[config.mk]
export PLATFORM = sky130hd
export DESIGN_NAME = seq_mul_hs
export DESIGN_NICKNAME = d
export VERILOG_FILES = /design/src/rtl/seq_mul_hs.sv
export SDC_FILE = /design/constraint.sdc
export NUM_CORES = 1
export LEC_CHECK = 0
export ABC_AREA = 0
export BUFFER_PORTS_ARGS = -buffer_cell sky130_fd_sc_hd__clkbuf_2
export CORE_AREA = 2 2 131 133
export CTS_BUF_LIST = sky130_fd_sc_hd__clkbuf_4 sky130_fd_sc_hd__clkbuf_8 sky130_fd_sc_hd__clkbuf_16
export CTS_CLUSTER_SIZE = 24
export DETAILED_ROUTE_END_ITERATION = 7
export DIE_AREA = 0 0 133 135
export GPL_ROUTABILITY_DRIVEN = 1
export GPL_TIMING_DRIVEN = 0
export HOLD_SLACK_MARGIN = 0.06
export PLACE_DENSITY = 0.84
export SLEW_MARGIN = 20
export SYNTH_ARGS = -nofsm -noshare
export SYNTH_HDL_FRONTEND = slang
export SYNTH_SLANG_ARGS = --single-unit
[constraint.sdc]
create_clock -name clk -period 2.6 [get_ports clk]
set_input_delay 0.13 -clock clk [delete_from_list [all_inputs] [get_ports clk]]
set_output_delay 0.13 -clock clk [all_outputs]
set_load 0.02 [all_outputs]
[src/rtl/seq_mul_hs.sv]
// Shift-add multiplier, one multiplier bit per clock, start/busy/done handshake.
// Define SEQ_MUL_SIGNED_EN to add radix-2 Booth signed multiply via signed_mode.
module seq_mul_hs #(
  parameter int N = 32
) (
  input  logic           clk,
  input  logic           rst_n,
  input  logic           start,
  input  logic [N-1:0]   multiplier,
  input  logic [N-1:0]   multiplicand,
  input  logic           signed_mode,
  output logic           busy,
  output logic           done,
  output logic [2*N-1:0] product
);

  localparam int CW = $clog2(N);

  typedef enum logic [1:0] {
    IDLE,
    CALC,
    DONE
  } state_t;

  state_t         state, state_nx;
  logic [N:0]     hi, hi_nx;
  logic [N:0]     m, m_nx;
  logic [N:0]     t;
  logic [N-1:0]   lo, lo_nx;
  logic [CW-1:0]  cnt, cnt_nx;
  logic [2*N-1:0] product_nx;
  logic           accept;

`ifdef SEQ_MUL_SIGNED_EN
  logic q_1, q_1_nx;
  logic sgn, sgn_nx;
`else
  logic sign_unused;
  assign sign_unused = signed_mode;
`endif

  assign busy   = (state == CALC);
  assign done   = (state == DONE);
  assign accept = start && (state != CALC);

  always_comb begin
    state_nx   = state;
    hi_nx      = hi;
    lo_nx      = lo;
    m_nx       = m;
    cnt_nx     = cnt;
    product_nx = product;
    t          = hi;
`ifdef SEQ_MUL_SIGNED_EN
    q_1_nx     = q_1;
    sgn_nx     = sgn;
`endif
    unique case (state)
      IDLE, DONE: begin
        if (accept) begin
          state_nx = CALC;
          hi_nx    = '0;
          lo_nx    = multiplier;
          cnt_nx   = '0;
`ifdef SEQ_MUL_SIGNED_EN
          m_nx     = {signed_mode & multiplicand[N-1], multiplicand};
          q_1_nx   = 1'b0;
          sgn_nx   = signed_mode;
`else
          m_nx     = {1'b0, multiplicand};
`endif
        end else begin
          state_nx = IDLE;
        end
      end
      CALC: begin
`ifdef SEQ_MUL_SIGNED_EN
        if (sgn) begin
          unique case ({lo[0], q_1})
            2'b10:   t = hi - m;
            2'b01:   t = hi + m;
            default: t = hi;
          endcase
          hi_nx  = {t[N], t[N:1]};
          q_1_nx = lo[0];
        end else begin
          if (lo[0]) t = hi + m;
          hi_nx = {1'b0, t[N:1]};
        end
`else
        if (lo[0]) t = hi + m;
        hi_nx = {1'b0, t[N:1]};
`endif
        lo_nx  = {t[0], lo[N-1:1]};
        cnt_nx = cnt + CW'(1);
        if (cnt == CW'(N - 1)) begin
          state_nx   = DONE;
          product_nx = {hi_nx[N-1:0], lo_nx};
        end
      end
      default: state_nx = IDLE;
    endcase
  end

  always_ff @(posedge clk or negedge rst_n) begin
    if (!rst_n) begin
      state   <= IDLE;
      hi      <= '0;
      lo      <= '0;
      m       <= '0;
      cnt     <= '0;
      product <= '0;
`ifdef SEQ_MUL_SIGNED_EN
      q_1     <= 1'b0;
      sgn     <= 1'b0;
`endif
    end else begin
      state   <= state_nx;
      hi      <= hi_nx;
      lo      <= lo_nx;
      m       <= m_nx;
      cnt     <= cnt_nx;
      product <= product_nx;
`ifdef SEQ_MUL_SIGNED_EN
      q_1     <= q_1_nx;
      sgn     <= sgn_nx;
`endif
    end
  end

endmodule

[Word-level counts from Yosys, hierarchy flattened]
Index checks and enable logic that the tools add are counted.
Word-level totals
  register bits after elaboration: 168
  latch bits: 0
  bits in writable memories: 0
  ROM bits: 0
  memories kept: 0
Cells by class
  add/subtract/negate cells: 2
  multipliers: 0
  divide/modulo/power cells: 0
  $lt $le $gt $ge: 0
  equality and inequality tests: 6
  shift-type cells: 0
  mux-type cells: 10
  bitwise operators: 0
  reduce and logical (&&, ||, !) cells: 7
Operators with widths (number)
  33-bit two-way mux: 2
  33-bit case mux with 2 select lines: 1
  32-bit case mux with 2 select lines: 1
  33-bit by 32-bit adder with 33-bit output: 1
  32-bit two-way mux: 1
  5-bit case mux with 2 select lines: 1
  2-bit AND reduction: 3
  5-bit by 1-bit adder with 5-bit output (second input constant): 1
  5-bit equality test (second input constant): 1
  5-bit two-way mux: 1
  2-bit by 1-bit inequality test with 1-bit output (second input constant): 2
  2-bit case mux with 2 select lines: 1
  2-bit by 1-bit equality test with 1-bit output (second input constant): 1
  2-bit equality test (second input constant): 1
  2-bit logical NOT: 1
  2-bit two-way mux: 1
  2-bit inequality test (second input constant): 1
  2-bit nonzero test: 1
  2-bit OR reduction: 1
  1-bit logical AND: 1
  1-bit two-way mux: 1

[Depth between registers and ports, before layout]
  word-level depth: 4
  gate-level depth with buffers: 11
  mapped depth without buffers: 11

[Worst setup path before layout]
OpenSTA, ideal clock, no wires.
  kind: register to register
  start point: register hi[0]
  end point: register hi[29]
  library setup time: 0.142 ns
  arrival: 2.444 ns
  data required time: 2.458 ns
  path slack: 0.013 ns
  stages on the path, launching flop included: 12
  period minus slack after synthesis: 2.587 ns
  path through: dfrtp_1 > ha_1 > fa_1 > a21oi_1 > nand3b_1 > a211o_1 > o21ai_4 > a31oi_4 > o31ai_2 > a311o_2 > mux2i_1 > o311ai_1
On the way
  cells in the longest elaborated chain, start to end: 3
Ends and longest elaborated chain
  from (decl): line 26  | logic [N:0] hi, hi_nx;
  from (signal assigned): line 119  | hi <= hi_nx;
  33-bit by 32-bit adder with 33-bit output: line 91  | if (lo[0]) t = hi + m;
  33-bit two-way mux: line 91
  33-bit case mux with 2 select lines: line 58  | unique case (state)
Every way passes these cells.
A chain may end at the register's enable or synchronous reset.

[Final worst setup path]
  start point: register m[0]
  end point: register product[59]
On the way
  cells in the longest elaborated chain, start to end: 2
Ends and longest elaborated chain
  from (decl): line 27  | logic [N:0] m, m_nx;
  from (signal assigned): line 121  | m <= m_nx;
  33-bit by 32-bit adder with 33-bit output: line 91
  33-bit two-way mux: line 91
  to (signal assigned): line 123  | product <= product_nx;
  to (decl): line 14  | output logic [2*N-1:0] product
Every way passes these cells.

==> results.txt <==
first-pass GRT wire length - 38.5 mm
initial antenna violation count - 0
DIE WIDTH - 133 µm
total track usage - 27.1%
DP HPWL - 15.1 mm
WL/cell - 17.1 µm
Cell Rows - 47
DRT Wirelength - 23.9 mm
largest net degree at the start of global routing - 90
core area - 16,400 µm²
top-area cell type share of the netlist area - 50.5%
Setup Viol. Count Final - 24
CP Cell Sequence - ha_4 > fa_2 > a21oi_2 > nand3b_1 > a211o_1 > o21ai_4 > a31oi_4 > buf_6 > nor4_4 > nor3_2 > xor2_1 > a311oi_1
Synthesis Warnings - 0
M1 WL - 9.72 mm
Post-DRT Antenna Nets - 0
Yosys cell types - 57
buffer and inverter count on the worst path - 1
critical path's top delay family - compound AO/OA/AOI/OAI gates
Clock Skew - 14.1 ps
# diodes - 0
Max Cap Viol - 0
Starting Density - 50.5%
overall power - 0.0157 W
DRC errors left - 0
H-tree depth - 4
Post-synth top cells - 329 x nand2_1, 167 x dfrtp_1, 69 x o21ai_0, 39 x clkbuf_1, 34 x ha_1
share of cells above drive strength 1 - 20.6%
Tmin final - 2770 ps
Vias/cell - 5.56
final-stage net count - 1,265
root buf cell - clkbuf_16
hold crit path type - in -> async
Top FF cell, synth - dfrtp_1
Non-Filler Instances - 1,395
most frequent cell after synthesis - nand2_1
length of routed met3 wiring - 1.72 mm
Slowest-stage cell, CP - dfrtp_1
number of synthesized flops with an enable pin - 0
leading post-synthesis cells by cell area - dfrtp_1 50%, nand2_1 15%, ha_1 5.1%, o21ai_0 4.2%, a22oi_1 2.9%
fmax - 0.361 GHz
gr ovfl total - 0
placed insts - 1,273
Worst Path Max Fanout - 2
outcome - complete, but fails checks
Layout area overhead - 32.3%
vias in the first global route - 7,873
Post-Syn Area - 8280 µm²
violated checks - setup timing
DRT iter0 DRCs - 677
Worst-Skew Late Latency - 450 ps
die height - 135 µm
cells after synthesis - 920
final hold vios - 0
largest area contributor in the netlist - dfrtp_1
Post-synth ARST share - 100%
Arr. time, crit path - 3050 ps
Required @ worst endpoint - 2880 ps
via count - 7,762
Syn Area/Cell - 9.00 µm²
Worst Tran Pin Value - 948 ps
# clock sinks - 167
Max VDD drop - 0.000766 V
CP peak stage delay - 420 ps
RSZ-0062 raised after global routing - yes
Longest Clk Path Bufs - 2
DR top layer - met4
crit end category - flip-flop
final setup margin - -171 ps
CTS tree - yes
Seq/Total Area, Yosys - 50.5%
cts bufs inserted - 17
R2R Setup Slk - -170 ps
max-slew violations - 0
cell area power density - 1430 nW/µm²
DR pass1 iterations - 5
LEAKAGE - 5.42 nW
Die ar. - 18,000 µm²
GPL Wtd Cong - 0.917
syn_nets - 1,023
fin crit share - 107%
count of state elements after synthesis - 167
DR WL met2 - 11.7 mm
Fill cells - 1,224
Worst-path clk slew - 70 ps
Ports - 134
# port buffers - 132
Setup crit start kind - flip-flop
critical path class - reg -> reg
slew margin rel. - 36.8%
-- what timing repair did --
item,4_1_cts,5_1_grt
pin swaps,26,33
hold endpoints to repair,142,0
gates resized for setup,29,41
setup buffers,17,13
setup endpoints to repair,41,70
hold buffers,65,0
-- layout by cell type, fill, tap and decap left out, types with 5 or more instances in the layout --
| cell type | instances |
|---|---|
| buf_1 | 11 |
| a21o_1 | 17 |
| nand4_1 | 6 |
| o21a_1 | 5 |
| a21oi_1 | 21 |
| ha_1 | 25 |
| clkbuf_16 | 17 |
| o21ai_0 | 53 |
| clkbuf_1 | 34 |
| a21oi_2 | 8 |
| dfrtp_1 | 166 |
| ha_4 | 7 |
| inv_6 | 5 |
| dlygate4sd3_1 | 65 |
| clkbuf_2 | 133 |
| nand3_1 | 20 |
| nand2b_1 | 5 |
| nor2_1 | 30 |
| buf_4 | 23 |
| o21ai_1 | 19 |
| a22oi_1 | 32 |
| o211ai_1 | 6 |
| mux2i_1 | 23 |
| buf_6 | 5 |
| xor2_1 | 14 |
| xnor2_1 | 11 |
| nand2_1 | 328 |
-- registers in the layout, indices dropped and copies added, names as in the netlist --
name and count:
lo 32, hi 32, cnt 5, product 64
m 32, state 2
-- cells by family after synthesis --
group	synth area share [%]
xor+xnor	2.64
mux	3.05
buf+inv	2.54
compound gates	15.4
simple gates	20.5
fa+ha+maj	5.38
flops	50.5
-- metrics by stage --
step | utilization [%] | worst slack [ps] | hold WS (ps) | TNS [ps] | area, µm²
4_1_cts | 65.6 | -141 | 282 | -899 | 10800
6_report | 66.7 | -171 | 290 | -2040 | 10900
5_1_grt | 66.7 | -349 | 331 | -5860 | 10900
2_1_floorplan | - | 13.4 | -166 | 0 | 8280
3_3_place_gp | 56.2 | -1560 | 324 | -259300 | 9220
3_5_place_dp | 56.4 | -336 | 203 | -3000 | 9250
-- worst paths after layout --
path | startpoint | endpoint | cells past startpoint
hold reg to reg | product[4] | product[4] | 2
setup reg to reg | m[0] | product[59] | 12
setup / recovery | m[0] | product[59] | 12
max in group asynchronous | rst_n | hi[1] | 3
hold / removal | rst_n | product[44] | 2
min in group clk | start | hi[8] | 5
-- layer usage --
layer	up-vias	track usage, %
li1	3625	-
met1	3756	32.3
met2	323	45.6
met3	58	7.77
met4	0	12.5
met5	-	0
-- power by group --
part	internal, W	switching (W)	leakage, nW	total [W]
Sequential	0.00384	0.000938	2.03	0.00478
Combinational	0.00338	0.00496	3.10	0.00834
Clock	0.00130	0.00124	0.288	0.00254
-- cell type report --
class	count	area, µm²	area share, %
clock inverter	15	170	1.55
buffer	48	184	1.68
multi-input combinational	697	4120	37.6
inverter	5	22.5	0.206
timing repair buffer	226	1580	14.4
sequential	167	4180	38.2
clock buffer	17	425	3.89
tap	220	275	2.51
-- worst reg2reg max path, delay by kind of cell (launching register included) --
kind | cells | cell delay, ps
buffers and inverters | 1 | 140
AND/OR/NAND/NOR | 3 | 410
flip-flops | 1 | 420
XOR/XNOR | 1 | 260
AO/OA/AOI/OAI | 5 | 810
adder cells (fa/ha/maj) | 2 | 580
No activity file was read; power rests on OpenSTA's default activity.
